`src/rtl/switch_pkg.sv`:
```
// Shared switch-core definitions: MAC type, header geometry and learner FSM states.
package switch_pkg;
  typedef logic [47:0] mac_address_t;

  localparam int HEADER_BYTES = 12;
  localparam mac_address_t BROADCAST_MAC = 48'hFFFF_FFFF_FFFF;

  typedef enum logic [2:0] {
    IDLE,
    HEADER,
    LOOKUP,
    RESPOND,
    DRAIN
  } learner_state_t;

  // I/G bit: LSB of the first transmitted octet.
  function automatic logic is_group_address(input mac_address_t mac);
    return mac[40];
  endfunction
endpackage

```
`src/rtl/mac_table_cam.sv`:
```
// Learned MAC table: two parallel exact-match searches plus one write port.
// Search results are combinational on the current contents; writes land at the clock edge.
module mac_table_cam
  import switch_pkg::*;
#(
  parameter int TABLE_ENTRIES = 16,
  parameter int PORT_WIDTH    = 1,
  parameter int INDEX_WIDTH   = $clog2(TABLE_ENTRIES)
) (
  input  logic                   clock,
  input  logic                   reset,
  input  mac_address_t           key_a,
  input  mac_address_t           key_b,
  input  logic                   write_enable,
  input  logic [INDEX_WIDTH-1:0] write_index,
  input  mac_address_t           write_mac,
  input  logic [PORT_WIDTH-1:0]  write_port,
  output logic                   hit_a,
  output logic [PORT_WIDTH-1:0]  port_a,
  output logic                   hit_b,
  output logic [INDEX_WIDTH-1:0] index_b,
  output logic [INDEX_WIDTH-1:0] free_index,
  output logic                   full
);
  logic [TABLE_ENTRIES-1:0] valid_q, valid_d;
  mac_address_t             mac_q  [TABLE_ENTRIES];
  mac_address_t             mac_d  [TABLE_ENTRIES];
  logic [PORT_WIDTH-1:0]    port_q [TABLE_ENTRIES];
  logic [PORT_WIDTH-1:0]    port_d [TABLE_ENTRIES];

  always_comb begin
    valid_d = valid_q;
    mac_d   = mac_q;
    port_d  = port_q;
    if (write_enable) begin
      valid_d[write_index] = 1'b1;
      mac_d[write_index]   = write_mac;
      port_d[write_index]  = write_port;
    end
  end

  always_ff @(posedge clock or posedge reset) begin
    if (reset) begin
      valid_q <= '0;
      for (int i = 0; i < TABLE_ENTRIES; i++) begin
        mac_q[i]  <= '0;
        port_q[i] <= '0;
      end
    end else begin
      valid_q <= valid_d;
      mac_q   <= mac_d;
      port_q  <= port_d;
    end
  end

  // Scan downwards so the lowest matching / free index wins.
  always_comb begin
    hit_a      = 1'b0;
    port_a     = '0;
    hit_b      = 1'b0;
    index_b    = '0;
    free_index = '0;
    for (int i = TABLE_ENTRIES - 1; i >= 0; i--) begin
      if (valid_q[i] && mac_q[i] == key_a) begin
        hit_a  = 1'b1;
        port_a = port_q[i];
      end
      if (valid_q[i] && mac_q[i] == key_b) begin
        hit_b   = 1'b1;
        index_b = INDEX_WIDTH'(i);
      end
      if (!valid_q[i]) free_index = INDEX_WIDTH'(i);
    end
  end

  assign full = &valid_q;
endmodule

```
`src/rtl/mac_address_learner.sv`:
```
// Snoops the 12-byte MAC header of each frame, learns src->port and returns a dest port mask
// two cycles after the 12th byte; input is stalled while the mask waits for destination_ready.
module mac_address_learner
  import switch_pkg::*;
#(
  parameter int NUMBER_OF_PORTS = 2,
  parameter int TABLE_ENTRIES   = 16,
  parameter int PORT_WIDTH      = $clog2(NUMBER_OF_PORTS)
) (
  input  logic                       clock,
  input  logic                       reset,
  input  logic [8:0]                 frame_data,
  input  logic                       frame_data_valid,
  output logic                       frame_data_ready,
  input  logic [PORT_WIDTH-1:0]      frame_source_port,
  output logic [NUMBER_OF_PORTS-1:0] destination_port_mask,
  output logic                       destination_valid,
  input  logic                       destination_ready,
  output logic [15:0]                runt_count
);
  localparam int INDEX_WIDTH = $clog2(TABLE_ENTRIES);
  localparam int HDR_W       = 8 * HEADER_BYTES;

  learner_state_t             state_q, state_d;
  logic [3:0]                 byte_cnt_q, byte_cnt_d;
  logic [HDR_W-1:0]           header_q, header_d;
  logic                       eof_q, eof_d;
  logic                       ready_q, ready_d;
  logic                       dst_vld_q, dst_vld_d;
  logic [NUMBER_OF_PORTS-1:0] mask_q, mask_d;
  logic [15:0]                runt_q, runt_d;
  logic [INDEX_WIDTH-1:0]     victim_q, victim_d;

  mac_address_t               dst_mac, src_mac;
  logic                       dst_hit, src_hit, table_full, write_enable;
  logic [PORT_WIDTH-1:0]      dst_port;
  logic [INDEX_WIDTH-1:0]     src_index, free_index, write_index;
  logic [NUMBER_OF_PORTS-1:0] flood_mask, lookup_mask;
  logic [15:0]                runt_sat;
  logic                       accept, eof_in;

  assign dst_mac  = header_q[HDR_W-1 -: 48];
  assign src_mac  = header_q[47:0];
  assign accept   = frame_data_valid & ready_q;
  assign eof_in   = frame_data[8];
  assign runt_sat = (runt_q == 16'hFFFF) ? runt_q : runt_q + 16'd1;

  mac_table_cam #(
    .TABLE_ENTRIES(TABLE_ENTRIES),
    .PORT_WIDTH   (PORT_WIDTH)
  ) u_cam (
    .clock       (clock),
    .reset       (reset),
    .key_a       (dst_mac),
    .key_b       (src_mac),
    .write_enable(write_enable),
    .write_index (write_index),
    .write_mac   (src_mac),
    .write_port  (frame_source_port),
    .hit_a       (dst_hit),
    .port_a      (dst_port),
    .hit_b       (src_hit),
    .index_b     (src_index),
    .free_index  (free_index),
    .full        (table_full)
  );

  assign flood_mask = ~(NUMBER_OF_PORTS'(1) << frame_source_port);

  always_comb begin
    lookup_mask = flood_mask;
    if (!is_group_address(dst_mac) && dst_hit)
      lookup_mask = (dst_port == frame_source_port) ? '0 : (NUMBER_OF_PORTS'(1) << dst_port);
  end

  always_comb begin
    state_d      = state_q;
    byte_cnt_d   = byte_cnt_q;
    header_d     = header_q;
    eof_d        = eof_q;
    dst_vld_d    = dst_vld_q;
    mask_d       = mask_q;
    runt_d       = runt_q;
    victim_d     = victim_q;
    write_enable = 1'b0;
    write_index  = victim_q;
    case (state_q)
      IDLE: if (accept) begin
        header_d   = {header_q[HDR_W-9:0], frame_data[7:0]};
        byte_cnt_d = 4'd1;
        if (eof_in) runt_d = runt_sat;
        else        state_d = HEADER;
      end
      HEADER: if (accept) begin
        header_d   = {header_q[HDR_W-9:0], frame_data[7:0]};
        byte_cnt_d = byte_cnt_q + 4'd1;
        if (byte_cnt_q == 4'(HEADER_BYTES - 1)) begin
          eof_d   = eof_in;
          state_d = LOOKUP;
        end else if (eof_in) begin
          runt_d  = runt_sat;
          state_d = IDLE;
        end
      end
      LOOKUP: begin
        mask_d    = lookup_mask;
        dst_vld_d = 1'b1;
        state_d   = RESPOND;
        // Group source addresses are never learned; a full-table miss evicts round-robin.
        if (!is_group_address(src_mac)) begin
          write_enable = 1'b1;
          if (src_hit)          write_index = src_index;
          else if (!table_full) write_index = free_index;
          else                  victim_d    = victim_q + 1'b1;
        end
      end
      RESPOND: if (destination_ready) begin
        dst_vld_d = 1'b0;
        state_d   = eof_q ? IDLE : DRAIN;
      end
      DRAIN: if (accept && eof_in) state_d = IDLE;
      default: state_d = IDLE;
    endcase
    ready_d = (state_d == IDLE) || (state_d == HEADER) || (state_d == DRAIN);
  end

  always_ff @(posedge clock or posedge reset) begin
    if (reset) begin
      state_q    <= IDLE;
      byte_cnt_q <= '0;
      header_q   <= '0;
      eof_q      <= 1'b0;
      ready_q    <= 1'b0;
      dst_vld_q  <= 1'b0;
      mask_q     <= '0;
      runt_q     <= '0;
      victim_q   <= '0;
    end else begin
      state_q    <= state_d;
      byte_cnt_q <= byte_cnt_d;
      header_q   <= header_d;
      eof_q      <= eof_d;
      ready_q    <= ready_d;
      dst_vld_q  <= dst_vld_d;
      mask_q     <= mask_d;
      runt_q     <= runt_d;
      victim_q   <= victim_d;
    end
  end

  assign frame_data_ready      = ready_q;
  assign destination_valid     = dst_vld_q;
  assign destination_port_mask = mask_q;
  assign runt_count            = runt_q;
endmodule

```
`config.mk`:
```
export PLATFORM = sky130hd
export DESIGN_NAME = mac_address_learner
export DESIGN_NICKNAME = d
export VERILOG_FILES = /design/src/rtl/switch_pkg.sv /design/src/rtl/mac_table_cam.sv /design/src/rtl/mac_address_learner.sv
export SDC_FILE = /design/constraint.sdc
export NUM_CORES = 2
export LEC_CHECK = 0
export CORE_ASPECT_RATIO = 0.75
export CORE_UTILIZATION = 55
export CTS_CLUSTER_DIAMETER = 60
export CTS_CLUSTER_SIZE = 12
export DETAILED_ROUTE_END_ITERATION = 10
export PLACE_DENSITY = 0.71
export SYNTH_ARGS = -nofsm -noshare
export SYNTH_HDL_FRONTEND = slang
export SYNTH_SLANG_ARGS = --single-unit
export TNS_END_PERCENT = 5
```
`constraint.sdc`:
```
create_clock -name clock -period 38.4 [get_ports clock]
set_input_delay 5.76 -clock clock [delete_from_list [all_inputs] [get_ports clock]]
set_output_delay 5.76 -clock clock [all_outputs]
set_load 0.005 [all_outputs]
```
==> impl_metrics.json <==
{
  "layout-drive-gt1-share_pct": 20.32,
  "post-route-period-util_pct": 22.61,
  "place_ws_ns": 28.92,
  "clk_pin_slew_ns": 0.06,
  "cpPeakStageDelay_ns": 0.85,
  "rows": 98,
  "path_common_cell": "buf_4",
  "critPathSlowestCell": "buf_4",
  "netlist.area_leader.share_pct": 43.54,
  "first_iter_violations": 7136,
  "crit_fanout": 107,
  "cts_root_buf": "clkbuf_16",
  "endpoint_kind": "asynchronous set/reset pin",
  "final_common_cell": "dfrtp_1",
  "synth_cells": 4805,
  "grt_pass1_wl_mm": 304.2,
  "fmax_ghz": 0.1152,
  "post_cts_buffers": 0,
  "finalMaxSlewViolations": 0,
  "violations": "capacitance limit",
  "worstMarginPinSlew_ns": 1.477,
  "cts_resized": 0,
  "dr.pass1.iters": 6,
  "finClkSkew_ns": 0.04619,
  "fillers": 7983,
  "required_ns": 39.11,
  "regArea_um2": 23300,
  "die_h_um": 271.7,
  "ant_nets": 0,
  "critPathKind": "in2async",
  "insertion_delay_ns": 0.72,
  "cts_tree": "built",
  "hold_buffers": 0,
  "multi_input_area_um2": 27920,
  "cts_inserted_buffers": 87,
  "yosys-top-cells-area": "dfrtp_1, mux2_2, xor2_1",
  "cts_htree_levels": 3,
  "cts_num_sinks": 928,
  "worstPathCellList": "clkdlybuf4s50_1 > inv_8 > buf_4 > buf_4 > buf_4",
  "place.gp.congestion": 1.022,
  "leakage_uw": 0.02807,
  "wl_mm": 217.0,
  "yosysWarnings": 0,
  "powerDensity_nw_per_um2": 71.89,
  "status": "complete, but fails checks",
  "finalHoldViolations": 0,
  "design_area_um2": 57330,
  "maxCapViolations": 1,
  "hold_class": "reg2reg",
  "vias_per_cell": 6.838,
  "cp_data_arrival_time_ns": 9.39,
  "final_cell_mix": "dfrtp_1, xor2_1, xnor2_1",
  "dpl_cell_area_um2": 54890,
  "core_um2": 95640,
  "final-setup-viol-count": 0,
  "synth_area_per_cell_um2": 11.10,
  "grt_pass1_vias": 39129,
  "ys_seq_area_share_pct": 43.54,
  "antenna_found_initial": 12,
  "drc": 0,
  "synth_nets": 4822,
  "synth-seq-cells": 928,
  "synth_area_um2": 53340,
  "area_growth_pct": 7.478,
  "wl_per_cell_um": 36.23,
  "fin_hold_ws_ns": 0.4708,
  "grt.total_usage_pct": 44.07,
  "dpl.hpwl_mm": 140.5,
  "dieArea_um2": 98250,
  "critPathLaunchType": "primary input",
  "fin_ws_ns": 29.72,
  "grt_overflow": 0,
  "finalCriticalPeriod_ns": 8.682,
  "rsz0062_at_grt": "no",
  "grt_max_degree": 172,
  "io_buffers": 33,
  "start_util_pct": 55.77,
  "synth_edf_count": 0,
  "yosys_most_used_dff": "dfrtp_1",
  "dr_total_vias": 40951,
  "async_flop_share_pct": 100.0,
  "nNetsFinal": 4717,
  "yosysUniqueCellTypes": 73,
  "worst_slew_margin_rel_pct": 0.6065,
  "clock_path_buffers": 3,
  "die_w_um": 361.6,
  "ir_worst_vdd_uv": 61.87,
  "ioPinCount": 34,
  "yosys.area.top_type": "dfrtp_1",
  "setup_tns_ns": 0
}
power breakdown:
| group | internal [uW] | total, uW | switching, uW |
|---|---|---|---|
| clock | 431 | 823 | 392 |
| sequential | 1050 | 1340 | 298 |
| combinational | 596 | 1950 | 1360 |
registers in the layout (all words and copies together), names as in the netlist:
register / flops
header_q: 96
frame_data_ready: 1
byte_cnt_q: 4
eof_q: 1
u_cam.port_q: 16
destination_valid: 1
u_cam.valid_q: 16
victim_q: 4
destination_port_mask: 2
u_cam.mac_q: 768
runt_count: 16
state_q: 3
worst max-delay path: cells and delay by family:
kind | cells | cell delay (ns)
buf+inv | 5 | 3.34
kinds of logic (layout without fill, tap and decap cells):
family,count (synthesis),in the layout,synth area share (%)
AOI/OAI and AO/OA,312,312,3.931
xor gates and xnor gates,1389,1389,22.81
adders and majority gates,3,3,0.07038
buffers and inverters,534,464,4.250
DFF,928,928,43.54
muxes,776,776,16.24
other,0,4,0
and+or+nand+nor,863,863,9.169
worst paths after layout:
kind / from / endpoint / slack, ns / depth (start not counted)
setup / recovery: reset / u_cam.mac_q[429] / 29.72 / 5
hold / removal: eof_q / state_q[2] / 0.47 / 1
setup reg to reg: header_q[47] / u_cam.mac_q[213] / 31.44 / 13
hold reg to reg: eof_q / state_q[2] / 0.47 / 1
max in group clock: frame_data_valid / runt_count[9] / 30.50 / 10
min in group asynchronous: reset / u_cam.mac_q[466] / 5.59 / 2
stage by stage:
step                      instances  total power, uW  utilization (%)
after CTS                      5985             3986            59.93
after global routing           5985             4156            59.93
after floorplan                4805             2271                -
after global placement         5861             3158            57.39
after detailed placement       5861             3169            57.39
final                          5989             4121            59.94
area by class of cell:
cell class	instances	area share [%]
Multi-Input combinational cell	3343	48.71
Sequential cell	928	40.65
Clock buffer	119	4.118
Tap cell	1250	2.728
Timing Repair Buffer	192	2.680
Inverter	148	0.9821
Clock inverter	5	0.1200
Antenna cell	4	0.01746
cells in the mapped netlist (all sizes together) (7+ instances only):
cell,n
and2,10
nand4,212
a22o,8
a21oi,16
or4,14
a222oi,9
inv,147
and3,8
dfrtp,928
clkbuf,181
nand3,47
nor2,41
o221ai,20
mux2i,62
xor2,718
o2111ai,17
nor4,227
a221oi,18
buf,205
or3,7
o22ai,46
a2111oi,9
nor3,40
or2,11
nor2b,15
o21ai,118
o2bb2ai,7
nand2,166
mux2,714
nand2b,43
xnor2,671
routing by layer:
metal | global-route usage [%] | share of wire [%] | up-vias | routed length [um]
li1 | - | - | 16319 | -
met1 | 60.41 | 38 | 20649 | 82900
met2 | 58.58 | 39 | 3231 | 83860
met3 | 18.17 | 16 | 748 | 35620
met4 | 24.03 | 6.7 | 4 | 14600
met5 | 0 | 0.012 | - | 27
No activity file was read; power rests on OpenSTA's default activity.
